--- src/rtl/fetch_if_id_stage_pkg.sv ---
// Shared LC-3b types for the fetch stage: word type, fetch FSM states, NOP encoding.
package lc3b_types;

  typedef logic [15:0] lc3b_word;

  typedef enum logic {
    S_FETCH = 1'b0,
    S_HELD  = 1'b1
  } lc3b_fetch_state;

  // BR with nzp=000: never taken, so it is a safe bubble encoding.
  localparam lc3b_word LC3B_NOP_WORD = 16'h0000;

endpackage

--- src/rtl/fetch_if_id_stage_if_id_latch.sv ---
// IF/ID pipeline register: ir/pc/valid with load, hold and flush (flush wins over load).
import lc3b_types::*;

module if_id_latch #(
  parameter lc3b_word NOP_WORD = LC3B_NOP_WORD
) (
  input  logic        clk,
  input  logic        reset,
  input  logic        load,
  input  logic        flush,
  input  logic [15:0] ir_in,
  input  logic [15:0] pc_in,
  output logic [15:0] ir,
  output logic [15:0] pc,
  output logic        valid
);

  always_ff @(posedge clk) begin
    if (reset) begin
      ir    <= NOP_WORD;
      pc    <= '0;
      valid <= 1'b0;
    end else if (flush) begin
      // A bubble keeps the old pc so downstream debug still sees the last address.
      ir    <= NOP_WORD;
      valid <= 1'b0;
    end else if (load) begin
      ir    <= ir_in;
      pc    <= pc_in;
      valid <= 1'b1;
    end
  end

endmodule

--- src/rtl/fetch_if_id_stage.sv ---
// LC-3b instruction fetch stage with IF/ID latch, one-entry skid buffer and redirect discard.
import lc3b_types::*;

module fetch_if_id_stage #(
  parameter lc3b_word RESET_PC = 16'h0000,
  parameter lc3b_word NOP_WORD = LC3B_NOP_WORD
) (
  input  logic        clk,
  input  logic        reset,
  output logic [15:0] imem_address,
  output logic        imem_read,
  input  logic        imem_resp,
  input  logic [15:0] imem_rdata,
  input  logic        gen_bubble,
  input  logic        squash_ID,
  input  logic        mem_stall,
  input  logic        pc_load,
  input  logic [15:0] pc_target,
  output logic [15:0] IF_ID_ir,
  output logic [15:0] IF_ID_pc,
  output logic        IF_ID_valid
);

  lc3b_fetch_state state, state_next;
  lc3b_word        pc, pc_next;
  lc3b_word        req_addr, req_next;
  logic            discard, discard_next;
  lc3b_word        skid_ir, skid_pc;
  logic            skid_load, skid_clear;
  logic            lat_load, lat_flush;
  lc3b_word        lat_ir, lat_pc;
  logic            stall;
  lc3b_word        seq_pc;

  assign stall        = gen_bubble | mem_stall;
  assign seq_pc       = req_addr + 16'd2;
  assign imem_address = req_addr;
  assign imem_read    = (state == S_FETCH) && !reset;

  always_comb begin
    state_next   = state;
    pc_next      = pc;
    req_next     = req_addr;
    discard_next = discard;
    skid_load    = 1'b0;
    skid_clear   = 1'b0;
    lat_load     = 1'b0;
    lat_flush    = 1'b0;
    lat_ir       = imem_rdata;
    lat_pc       = seq_pc;

    if (pc_load) begin
      pc_next    = pc_target;
      state_next = S_FETCH;
      skid_clear = 1'b1;
      lat_flush  = 1'b1;
      // An unanswered request cannot be cancelled on the bus, so its reply must be dropped later.
      if (state == S_FETCH && !imem_resp) begin
        discard_next = 1'b1;
      end else begin
        discard_next = 1'b0;
        req_next     = pc_target;
      end
    end else begin
      unique case (state)
        S_FETCH: begin
          if (imem_resp && !discard) begin
            pc_next  = seq_pc;
            req_next = seq_pc;
            if (stall || squash_ID) begin
              skid_load  = 1'b1;
              state_next = S_HELD;
              lat_flush  = squash_ID;
            end else begin
              lat_load = 1'b1;
            end
          end else begin
            if (imem_resp) begin
              discard_next = 1'b0;
              req_next     = pc;
            end
            lat_flush = squash_ID || !stall;
          end
        end
        S_HELD: begin
          req_next = pc;
          if (squash_ID) begin
            lat_flush = 1'b1;
          end else if (!stall) begin
            lat_load   = 1'b1;
            lat_ir     = skid_ir;
            lat_pc     = skid_pc;
            state_next = S_FETCH;
          end
        end
        default: state_next = S_FETCH;
      endcase
    end
  end

  always_ff @(posedge clk) begin
    if (reset) begin
      state    <= S_FETCH;
      pc       <= RESET_PC;
      req_addr <= RESET_PC;
      discard  <= 1'b0;
    end else begin
      state    <= state_next;
      pc       <= pc_next;
      req_addr <= req_next;
      discard  <= discard_next;
    end
  end

  always_ff @(posedge clk) begin
    if (reset || skid_clear) begin
      skid_ir <= '0;
      skid_pc <= '0;
    end else if (skid_load) begin
      skid_ir <= imem_rdata;
      skid_pc <= seq_pc;
    end
  end

  if_id_latch #(
    .NOP_WORD(NOP_WORD)
  ) u_if_id (
    .clk   (clk),
    .reset (reset),
    .load  (lat_load),
    .flush (lat_flush),
    .ir_in (lat_ir),
    .pc_in (lat_pc),
    .ir    (IF_ID_ir),
    .pc    (IF_ID_pc),
    .valid (IF_ID_valid)
  );

endmodule
--- config.mk ---
export PLATFORM = sky130hd
export DESIGN_NAME = fetch_if_id_stage
export DESIGN_NICKNAME = d
export VERILOG_FILES = /design/src/rtl/fetch_if_id_stage_pkg.sv /design/src/rtl/fetch_if_id_stage_if_id_latch.sv /design/src/rtl/fetch_if_id_stage.sv
export SDC_FILE = /design/constraint.sdc
export NUM_CORES = 1
export LEC_CHECK = 0
export BUFFER_PORTS_ARGS = -buffer_cell sky130_fd_sc_hd__buf_2
export CAP_MARGIN = 20
export CORE_MARGIN = 2
export CORE_UTILIZATION = 35
export DETAILED_ROUTE_END_ITERATION = 8
export GPL_TIMING_DRIVEN = 0
export HOLD_SLACK_MARGIN = 0.02
export SYNTH_ARGS = -nofsm -noshare
export SYNTH_HDL_FRONTEND = slang
export SYNTH_HIERARCHICAL = 1
export SYNTH_SLANG_ARGS = --single-unit
--- constraint.sdc ---
create_clock -name clk -period 3.1 [get_ports clk]
set_input_delay 0.62 -clock clk [delete_from_list [all_inputs] [get_ports clk]]
set_output_delay 0.62 -clock clk [all_outputs]
set_load 0.02 [all_outputs]
# After elaboration in Yosys (flattened, before gate mapping)
# Index checks and enable logic that the tools add are counted.
# word_totals
out_inout_bits	50
rom_bits	0
register_bits	99
input_bits	39
mem_bits_rw	0
latch_bits	0
n_memories	0
# classes
magnitude_cmp	0
div_mod_pow	0
muxes	40
mul	0
eq_ne	4
n_addsub	1
reduce_logical	18
shift	0
bitwise_logic	3
# ops
cell	n
16-bit two-way mux	15
16-bit one-hot mux with 2 select lines	1
1-bit two-way mux	21
16-bit by 2-bit adder with 16-bit output, second input constant	1
2-bit != test, second input constant	3
1-bit one-hot mux with 2 select lines	3
2-bit AND reduction	3
1-bit logical NOT	4
4-bit by 3-bit != test with 1-bit output, second input constant	1
2-bit nonzero test	2
2-bit OR reduction	2
1-bit logical AND	3
1-bit logical OR	3
3-bit AND reduction	1
1-bit inverter	2
1-bit OR	1

# Logic depth before layout (Yosys ltp)
# Gate-level depths: netlist (run 1).
# logic_depth
ltp_word	8
depth_mapped	8

# By module
# Netlist (run 1), hierarchy kept.
# by_module_without_submodules
module	area_each_um2	seq_area_each_um2	instances	cells_per_inst
fetch_if_id_stage	3390.8	1321.3	1	415
if_id_latch	1342.5	660.6	1	127

# Least setup slack after synthesis (run 1)
# No wires, ideal clock.
# synth_path
kind	input -> register
startpoint	in mem_stall
endpoint	reg u_if_id.ir[10]
path_stages	6
setup_slack_ps	889
t_arrival_ps	2097
t_required_ps	2986
path_buffers	2
path_cell_list	or3_1 nor3_1 buf_6 buf_12 mux2i_1 nor2_1
# synth_rtl
element	line_no	source
from (decl)	fetch_if_id_stage.sv:16	input logic mem_stall,
1-bit OR *	fetch_if_id_stage.sv:35	assign stall = gen_bubble | mem_stall;
1-bit logical OR	fetch_if_id_stage.sv:70	if (stall || squash_ID) begin
1-bit two-way mux	fetch_if_id_stage.sv:70	
1-bit two-way mux	fetch_if_id_stage.sv:67	if (imem_resp && !discard) begin
1-bit one-hot mux with 2 select lines *	fetch_if_id_stage.sv:65	unique case (state)
1-bit two-way mux *	fetch_if_id_stage.sv:52	if (pc_load) begin
named net lat_load	fetch_if_id_stage.sv:30	logic lat_load, lat_flush;
to (signal assigned)	fetch_if_id_stage_if_id_latch.sv:28	ir <= ir_in;
to (decl)	fetch_if_id_stage_if_id_latch.sv:13	output logic [15:0] ir,
# The timed path passes the listed nets; every way through them passes the cells marked *.
# A chain may end at the register's enable or synchronous reset.

# Final worst setup path (run 1)
# layout_path
startpoint	in reset
endpoint	out imem_read
# layout_via
elab_chain_cells	2
# layout_lines
element	line_no	source
from (decl)	fetch_if_id_stage.sv:9	input logic reset,
1-bit logical NOT	fetch_if_id_stage.sv:38	assign imem_read = (state == S_FETCH) && !reset;
1-bit logical AND	fetch_if_id_stage.sv:38	
to (decl)	fetch_if_id_stage.sv:11	output logic imem_read,
# Every way passes these cells.

==> results.py, run 1 <==
metrics = {
    "outcome": {
        "status": "completed",
    },
    "synthesis": {
        "synth_common_cells": "dfxtp_1, nor2_1, nand2_1, a21oi_1, o21ai_0",
        "yosysSeqAreaShare_pct": 41.87,
        "async_flop_share_pct": 0,
        "syn-instance-count": 542,
        "yosysMostFrequentCell": "dfxtp_1",
        "syn_area_per_cell_um2": 8.733,
        "synth_ff_type": "dfxtp_1",
        "synth_edf_count": 0,
        "synth_top_area_cell": "dfxtp_1",
        "ys_ff_latch": 99,
        "syn-cell-area_mm2": 0.004733,
        "yosysUniqueCellTypes": 56,
        "synth_fp_nets": 582,
        "synth_area_leaders": "dfxtp_1, a21oi_1, nor2_1, mux2_2, mux2i_1",
        "synth_top_area_share_pct": 41.87,
        "ys_warn_count": 6,
    },
    "clock_network": {
        "cts_resized": 0,
        "htree_levels": 3,
        "worstSkewPairLatency_ps": 360,
        "clkTransAtPathRegs_ps": 70,
        "numCtsBuffers": 9,
        "cts_hold_buf": 0,
        "clock-sinks": 99,
        "cts_root_buf": "clkbuf_16",
        "cts_tree": "yes",
        "post_cts_buffers": 0,
        "clock_tree.buffer_depth": 2,
    },
    "final_layout": {
        "syn_to_final_growth_pct": 20.86,
        "diodes": 0,
        "fin_cells": 822,
        "nets": 681,
        "drive_gt1_share_pct": 24.77,
    },
    "timing": {
        "drv_slew": 0,
        "fin_crit_sh_pct": 89.07,
        "finalClockSkew_ps": 8.893,
        "hold_viol_final": 0,
        "layout_min_cycle_time_ps": 2761,
        "fmax_mhz": 362.2,
        "tns_ps": 0,
        "maxSlewHeadroom_pct": 35.36,
        "finalSetupViolCount": 0,
        "tightest_slew_ps": 967.1,
        "rsz0062_at_grt": "no",
    },
    "worst_setup_path": {
        "r2r_slack_ps": 940,
        "cpPeakStageDelay_ps": 520,
        "crit_path_start_kind": "primary input",
        "end_kind": "output port",
        "crit_slowest_cell": "buf_1",
        "worst-setup-path-type": "primary input to output port",
        "cp_cell_sequence": "buf_2 -> clkbuf_1 -> buf_1 -> nor2_1 -> buf_2",
        "crit_required_ps": 2480,
        "crit_top_cell": "buf_2",
        "crit_family": "buffers and inverters",
        "crit_arrival_ps": 2140,
        "worstPathMaxFanout": 14,
        "crit_buf_inv": 4,
    },
    "global_route": {
        "antenna_found_initial": 0,
        "grt_pass1_wl_mm": 20.67,
        "grt_max_degree": 18,
        "grt_pass1_vias": 4069,
        "grt_use_total_pct": 18.23,
        "grt-ovfl-total": 0,
    },
    "floorplan": {
        "fp.dieH_um": 120.3,
        "rows": 42,
        "die_area_mm2": 0.01447,
        "chipWidth_um": 120.3,
        "core_mm2": 0.01324,
        "num_io_pins": 89,
        "initial_core_util_pct": 35.74,
    },
    "power_and_ir_drop": {
        "p_leak_nw": 2.201,
        "vdd_drop_max_mv": 0.1954,
        "power_density_mw_per_mm2": 518.4,
    },
    "route": {
        "drt_pass1_iterations": 5,
        "route.detailed.drc": 0,
        "ant_nets": 0,
        "drt_iter0_drc": 253,
        "wl_mm": 13.18,
        "vias_per_cell": 5.276,
        "routedWlPerCell_um": 16.03,
        "vias": 4337,
    },
    "min_path": {
        "hp-class": "flop to flop",
    },
    "placement": {
        "portBuffers": 88,
        "place_congestion": 0.9051,
        "post-dp-hpwl_mm": 9.576,
        "place_inst": 806,
    },
    "job": {
        "maxCapViolCount": 0,
    },
}
[stage by stage]
stage	cell area (um^2)	hold slack [ps]	total power [mW]	util (%)	worst slack [ps]
2_1_floorplan	4733	433.8	1.623	-	888.7
3_3_place_gp	5394	439.1	1.744	40.73	308.0
3_5_place_dp	5394	448.1	1.755	40.73	277.0
4_1_cts	5720	458.2	2.993	43.20	338.0
5_1_grt	5720	471.2	3.092	43.20	214.3
6_report	5720	456.7	2.966	43.20	339.0
[worst reg2reg max path: stages, from the launching register on]
cell and delay, ps:
dfxtp_1 500, ha_1 340, nand3_1 240, or3_1 380
a311o_1 340, a311oi_1 250
[where the power goes]
part           internal, mW  leakage (nW)  switching (mW)
sequential             1.32         0.806          0.0386
clock                 0.719         0.159           0.516
combinational         0.149          1.24           0.227
[layout by cell type, fill, tap and decap left out, types with 4 or more instances in the layout]
cell type / n
nand4bb_1: 16
nand3_1: 10
buf_1: 6
o21ai_0: 28
clkbuf_16: 9
inv_1: 9
a211oi_1: 10
clkbuf_1: 19
dfxtp_1: 99
nand4_1: 5
mux2_2: 21
nand2b_1: 21
buf_2: 96
nor2_1: 65
nor4_1: 6
mux2i_1: 22
xnor2_1: 7
a311oi_1: 6
a21oi_1: 53
or3_1: 4
nor3_1: 8
buf_6: 8
nor3b_1: 4
nand2_1: 58
[layout make-up]
| type | count | area [um^2] |
|---|---|---|
| Inverter | 9 | 33.78 |
| Sequential cell | 99 | 1982 |
| Multi-Input combinational cell | 391 | 2455 |
| Clock inverter | 6 | 97.59 |
| Tap cell | 176 | 220.2 |
| Clock buffer | 10 | 229.0 |
| Buffer | 43 | 262.8 |
| Timing Repair Buffer | 88 | 440.4 |
| Fill cell | 1357 | 7522 |
[final timing paths]
check / startpoint / end / cells past startpoint
worst max register to register: imem_address[2] / imem_address[7] / 5
worst min-delay path: skid_ir[1] / skid_ir[1] / 2
worst max-delay path: reset / imem_read / 5
worst min register to register: skid_ir[1] / skid_ir[1] / 2
[state kept, by name (all words and copies together), names as in the netlist]
name           cells
imem_address      16
pc                16
skid_ir           16
skid_pc           16
u_if_id/ir        16
u_if_id/pc        16
discard            1
state              1
u_if_id/valid      1
[routing by layer]
layer	part of all wire, %	routed length (um)	track usage (%)	vias to the layer above
li1	-	-	-	2109
met1	45	5971	23.18	2093
met2	48	6284	29.97	120
met3	5.2	682	4.858	15
met4	1.8	240	6.177	0
met5	0	0	0	-
[kinds of logic after synthesis]
| group | share of synthesized area (%) |
|---|---|
| buffers and inverters | 6.265 |
| XOR/XNOR | 1.665 |
| AO/OA/AOI/OAI | 16.02 |
| flip-flops | 41.87 |
| AND/OR/NAND/NOR | 24.27 |
| adder cells (fa/ha/maj) | 0.2643 |
| multiplexers | 9.648 |
Note: power is estimated with default switching activity, not from simulation.
==> inputs of run 2 (changes only) <==
Settings changed: CAP_MARGIN 20 to default, RECOVER_POWER from default to 25.
==> run 2 against run 1 <==
Against the previous run: non-clock buffer count unchanged; worst hold slack improved by 0.99 ps; critical endpoint unchanged; register-to-register slack about the same; maximum frequency increased by 0.16%; design area decreased by 0.79%; critical path depth unchanged; largest power group unchanged.
==> results.py, run 2 (same netlist as run 1, synthesis figures left out) <==
metrics = {
    "route": {
        "routedWlPerCell_um": 16.05,
        "vias_per_cell": 5.214,
        "drt_pass1_iterations": 5,
        "wl_mm": 13.19,
        "vias": 4286,
        "route.detailed.drc": 0,
        "drt_iter0_drc": 260,
        "ant_nets": 0,
    },
    "final_layout": {
        "final_cell_mix": "dfxtp_1, nor2_1, buf_2",
        "syn_to_final_growth_pct": 19.90,
        "final_common_cell": "dfxtp_1",
        "diodes": 0,
        "fin_area_mm2": 0.005675,
        "fillers": 1361,
        "nets": 681,
        "drive_gt1_share_pct": 19.20,
        "final_util_pct": 42.86,
    },
    "floorplan": {
        "chipWidth_um": 120.3,
        "die_area_mm2": 0.01447,
        "initial_core_util_pct": 35.74,
        "fp.dieH_um": 120.3,
        "num_io_pins": 89,
        "rows": 42,
        "core_mm2": 0.01324,
    },
    "timing": {
        "finalSetupViolCount": 0,
        "fmax_mhz": 362.8,
        "tightest_slew_ps": 952.0,
        "maxSlewHeadroom_pct": 36.36,
        "hold_viol_final": 0,
        "tns_ps": 0,
        "finalClockSkew_ps": 8.402,
        "drv_slew": 0,
        "fin_crit_sh_pct": 88.92,
        "rsz0062_at_grt": "no",
        "layout_min_cycle_time_ps": 2757,
    },
    "power_and_ir_drop": {
        "power_density_mw_per_mm2": 522.0,
        "p_leak_nw": 2.044,
        "vdd_drop_max_mv": 0.1955,
        "p_total_mw": 2.962,
    },
    "worst_setup_path": {
        "worstPathMaxFanout": 14,
        "worst-setup-path-type": "primary input to output port",
        "r2r-start": "imem_address[2]",
        "crit_required_ps": 2480,
        "crit_family": "buffers and inverters",
        "crit_arrival_ps": 2140,
        "crit_slowest_cell": "buf_1",
        "cp_cell_sequence": "buf_2 -> clkbuf_1 -> buf_1 -> nor2_1 -> buf_2",
        "crit_buf_inv": 4,
        "r2r_slack_ps": 940,
        "end_kind": "output port",
        "crit_path_start_kind": "primary input",
        "r2r_cells": 5,
        "crit_top_cell": "buf_2",
        "cpPeakStageDelay_ps": 510,
        "rr_endpoint": "imem_address[7]",
    },
    "clock_network": {
        "clock-sinks": 99,
        "numCtsBuffers": 9,
        "post_cts_buffers": 0,
        "cts_root_buf": "clkbuf_16",
        "cts_resized": 0,
        "clkTransAtPathRegs_ps": 70,
        "cts_hold_buf": 0,
        "worstSkewPairLatency_ps": 360,
        "cts_tree": "yes",
        "htree_levels": 3,
        "clock_tree.buffer_depth": 2,
    },
    "placement": {
        "place_congestion": 0.9051,
        "place_area_mm2": 0.005394,
        "portBuffers": 88,
        "post-dp-hpwl_mm": 9.576,
    },
    "outcome": {
        "status": "completed",
    },
    "global_route": {
        "grt-ovfl-total": 0,
        "antenna_found_initial": 0,
        "grt_pass1_wl_mm": 20.67,
        "grt_pass1_vias": 4069,
        "grt_max_degree": 18,
        "grt_use_total_pct": 18.23,
    },
    "min_path": {
        "worstHoldStart": "skid_ir[1]",
        "hold_depth": 2,
        "hp-class": "flop to flop",
        "min_to": "skid_ir[1]",
    },
    "job": {
        "maxCapViolCount": 0,
    },
}
## run 2: area by class of cell
type | instances | area (um^2) | share of cell area, %
clock inverter | 6 | 97.59 | 1.720
multi-input combinational | 391 | 2455 | 43.25
inverter | 9 | 33.78 | 0.5952
sequential | 99 | 1982 | 34.92
clock buffer | 10 | 229.0 | 4.034
buffer | 43 | 262.8 | 4.630
timing repair buffer | 88 | 395.4 | 6.966
tap | 176 | 220.2 | 3.880
## run 2: metal layers
layer | GRT usage [%] | up-vias | wire length, um
li1 | - | 2110 | -
met1 | 23.18 | 2050 | 5995
met2 | 29.97 | 110 | 6274
met3 | 4.858 | 16 | 684
met4 | 6.177 | 0 | 237
met5 | 0 | - | 0
## run 2: how the worst max path moves through the flow
stage | start | end | slack, ps | depth (start not counted)
2_1_floorplan | mem_stall | u_if_id/ir[10] | 890 | 6
3_3_place_gp | pc_load | u_if_id/ir[11] | 310 | 8
3_5_place_dp | pc_load | u_if_id/ir[11] | 280 | 8
4_1_cts | reset | imem_read | 340 | 5
5_1_grt | reset | imem_read | 210 | 5
6_report | reset | imem_read | 340 | 5
## run 2: worst min-delay path, delay by kind of cell, from the launching register on
kind / cells / cell delay (ps)
compound gates: 1 / 50
flops: 1 / 310
simple gates: 1 / 50
## run 2: where the power goes
| part | total (mW) | switching, mW | internal [mW] |
|---|---|---|---|
| logic | 0.375 | 0.227 | 0.148 |
| registers | 1.35 | 0.0386 | 1.32 |
| clock network | 1.23 | 0.514 | 0.719 |
| total | 2.96 | 0.779 | 2.18 |
## run 2: through the flow
stage	cells	hold slack, ps	worst slack (ps)
finish	822	457.7	343.4
floorplan	542	433.8	888.7
detailed placement	806	448.1	277.0
CTS	822	458.2	338.0
global placement	806	439.1	308.0
global route	822	471.2	214.3
==> inputs of run 3 (changes only) <==
Settings changed: CORE_UTILIZATION 35 to 60, PLACE_DENSITY from default to 0.85.
==> run 3 against run 2 <==
Against the previous run: design area down 3.9%; clock power down 34%; sequential share of layout area up 1.4 points; core utilization up 28 points; largest power group unchanged; highest routed layer unchanged.
==> results.py, run 3 (same netlist as run 1, synthesis figures left out) <==
metrics = {
    "global_route": {
        "antenna_found_initial": 0,
        "grt_use_met3_pct": 5.614,
        "grt_max_degree": 20,
        "grt_pass1_wl_mm": 20.11,
        "use_met2_pct": 51.33,
        "grt_pass1_vias": 4295,
        "grt_use_total_pct": 29.30,
        "grt-ovfl-total": 0,
        "grt_busiest_layer": "met2",
        "globalRouteMet1Util_pct": 35.87,
    },
    "worst_setup_path": {
        "cp.depth": 5,
        "r2r_slack_ps": 900,
        "r2r-start": "state",
        "crit_required_ps": 2480,
        "cp-startpoint": "reset",
        "r2r_cells": 6,
        "rr_endpoint": "skid_ir[10]",
        "end_kind": "output port",
        "crit_buf_inv": 4,
        "worst-setup-path-type": "primary input to output port",
        "crit_slowest_cell": "clkbuf_1",
        "crit_family": "buffers and inverters",
        "crit_path_end": "imem_read",
        "cpPeakStageDelay_ps": 500,
        "crit_top_cell": "buf_2",
        "crit_arrival_ps": 2080,
        "worstPathMaxFanout": 14,
        "crit_path_start_kind": "primary input",
        "cp_cell_sequence": "buf_2 -> clkbuf_1 -> buf_1 -> nor2_1 -> buf_2",
    },
    "timing": {
        "tns_ps": 0,
        "tightest_slew_ps": 984.1,
        "finalClockSkew_ps": 9.107,
        "drv_slew": 0,
        "fin_ws_ps": 404.8,
        "rsz0062_at_grt": "no",
        "finalSetupViolCount": 0,
        "layout_min_cycle_time_ps": 2695,
        "maxSlewHeadroom_pct": 34.22,
        "whs_ps": 463.6,
        "hold_viol_final": 0,
        "fin_crit_sh_pct": 86.94,
        "fmax_mhz": 371.0,
    },
    "route": {
        "vias": 4404,
        "route.detailed.drc": 0,
        "vias_per_cell": 5.888,
        "drt_iter0_drc": 314,
        "ant_nets": 0,
        "wl_mm": 12.25,
        "routedWlPerCell_um": 16.37,
        "drt_pass1_iterations": 6,
    },
    "floorplan": {
        "chipWidth_um": 92.82,
        "rows": 32,
        "core_mm2": 0.007687,
        "initial_core_util_pct": 61.57,
        "num_io_pins": 89,
        "die_area_mm2": 0.008616,
        "fp.dieH_um": 92.82,
    },
    "min_path": {
        "worstHoldStart": "skid_pc[0]",
        "hold_depth": 2,
        "hp-class": "flop to flop",
    },
    "placement": {
        "pre_cts_ws_ps": 244.8,
        "post-dp-hpwl_mm": 8.944,
        "portBuffers": 88,
        "place_congestion": 0.9173,
    },
    "clock_network": {
        "cts_root_buf": "clkbuf_8",
        "clock-sinks": 99,
        "cts_tree": "yes",
        "cts_hold_buf": 0,
        "worstSkewPairLatency_ps": 370,
        "post_cts_buffers": 0,
        "clock_tree.buffer_depth": 2,
        "numCtsBuffers": 9,
        "htree_levels": 3,
        "cts_resized": 0,
        "clkTransAtPathRegs_ps": 100,
    },
    "final_layout": {
        "syn_to_final_growth_pct": 15.17,
        "final_common_cell": "dfxtp_1",
        "final_cell_mix": "dfxtp_1, nor2_1, buf_2",
        "drive_gt1_share_pct": 19.20,
        "nets": 681,
        "diodes": 0,
    },
    "power_and_ir_drop": {
        "power_density_mw_per_mm2": 466.1,
        "p_leak_nw": 1.977,
        "vdd_drop_max_mv": 0.2770,
    },
    "outcome": {
        "status": "completed",
    },
    "job": {
        "maxCapViolCount": 0,
    },
}
==> run 3: final cells by class <==
type	instances	area (um^2)
Clock inverter	7	72.57
Fill cell	629	2236
Timing Repair Buffer	88	394.1
Sequential cell	99	1982
Tap cell	102	127.6
Buffer	43	262.8
Inverter	9	33.78
Clock buffer	9	123.9
Multi-Input combinational cell	391	2455
==> run 3: how the worst min path moves through the flow <==
stage	to	slack, ps
2_1_floorplan	skid_ir[0]	430
3_3_place_gp	skid_ir[15]	440
3_5_place_dp	skid_ir[1]	450
4_1_cts	skid_ir[0]	470
5_1_grt	skid_ir[6]	490
6_report	skid_pc[0]	460
==> run 3: report_power, final <==
part | internal [mW] | switching (mW)
combinational | 0.148 | 0.224
sequential | 1.32 | 0.0372
clock | 0.315 | 0.500
total | 1.78 | 0.762
==> run 3: worst register-to-register path, delay by kind of cell (launching register included) <==
family / cells / cell delay [ps]
and+or+nand+nor: 3 / 1260
AOI/OAI and AO/OA: 1 / 70
buffers and inverters: 2 / 420
DFF: 1 / 320
==> run 3: layer usage <==
metal	part of all wire [%]	vias to the layer above	routed length (um)
met4	1.4	0	176
met3	4.9	18	599
met5	0	-	0
met2	50	139	6109
li1	-	2114	-
met1	44	2133	5359
==> run 3: metrics by stage <==
stage | instances | power [mW] | instance area (um^2) | util [%]
after global placement | 732 | 1.733 | 5301 | 68.96
after global routing | 748 | 2.639 | 5451 | 70.91
after CTS | 748 | 2.541 | 5498 | 71.52
final | 748 | 2.541 | 5451 | 70.91
after floorplan | 542 | 1.623 | 4733 | -
after detailed placement | 732 | 1.748 | 5301 | 68.96
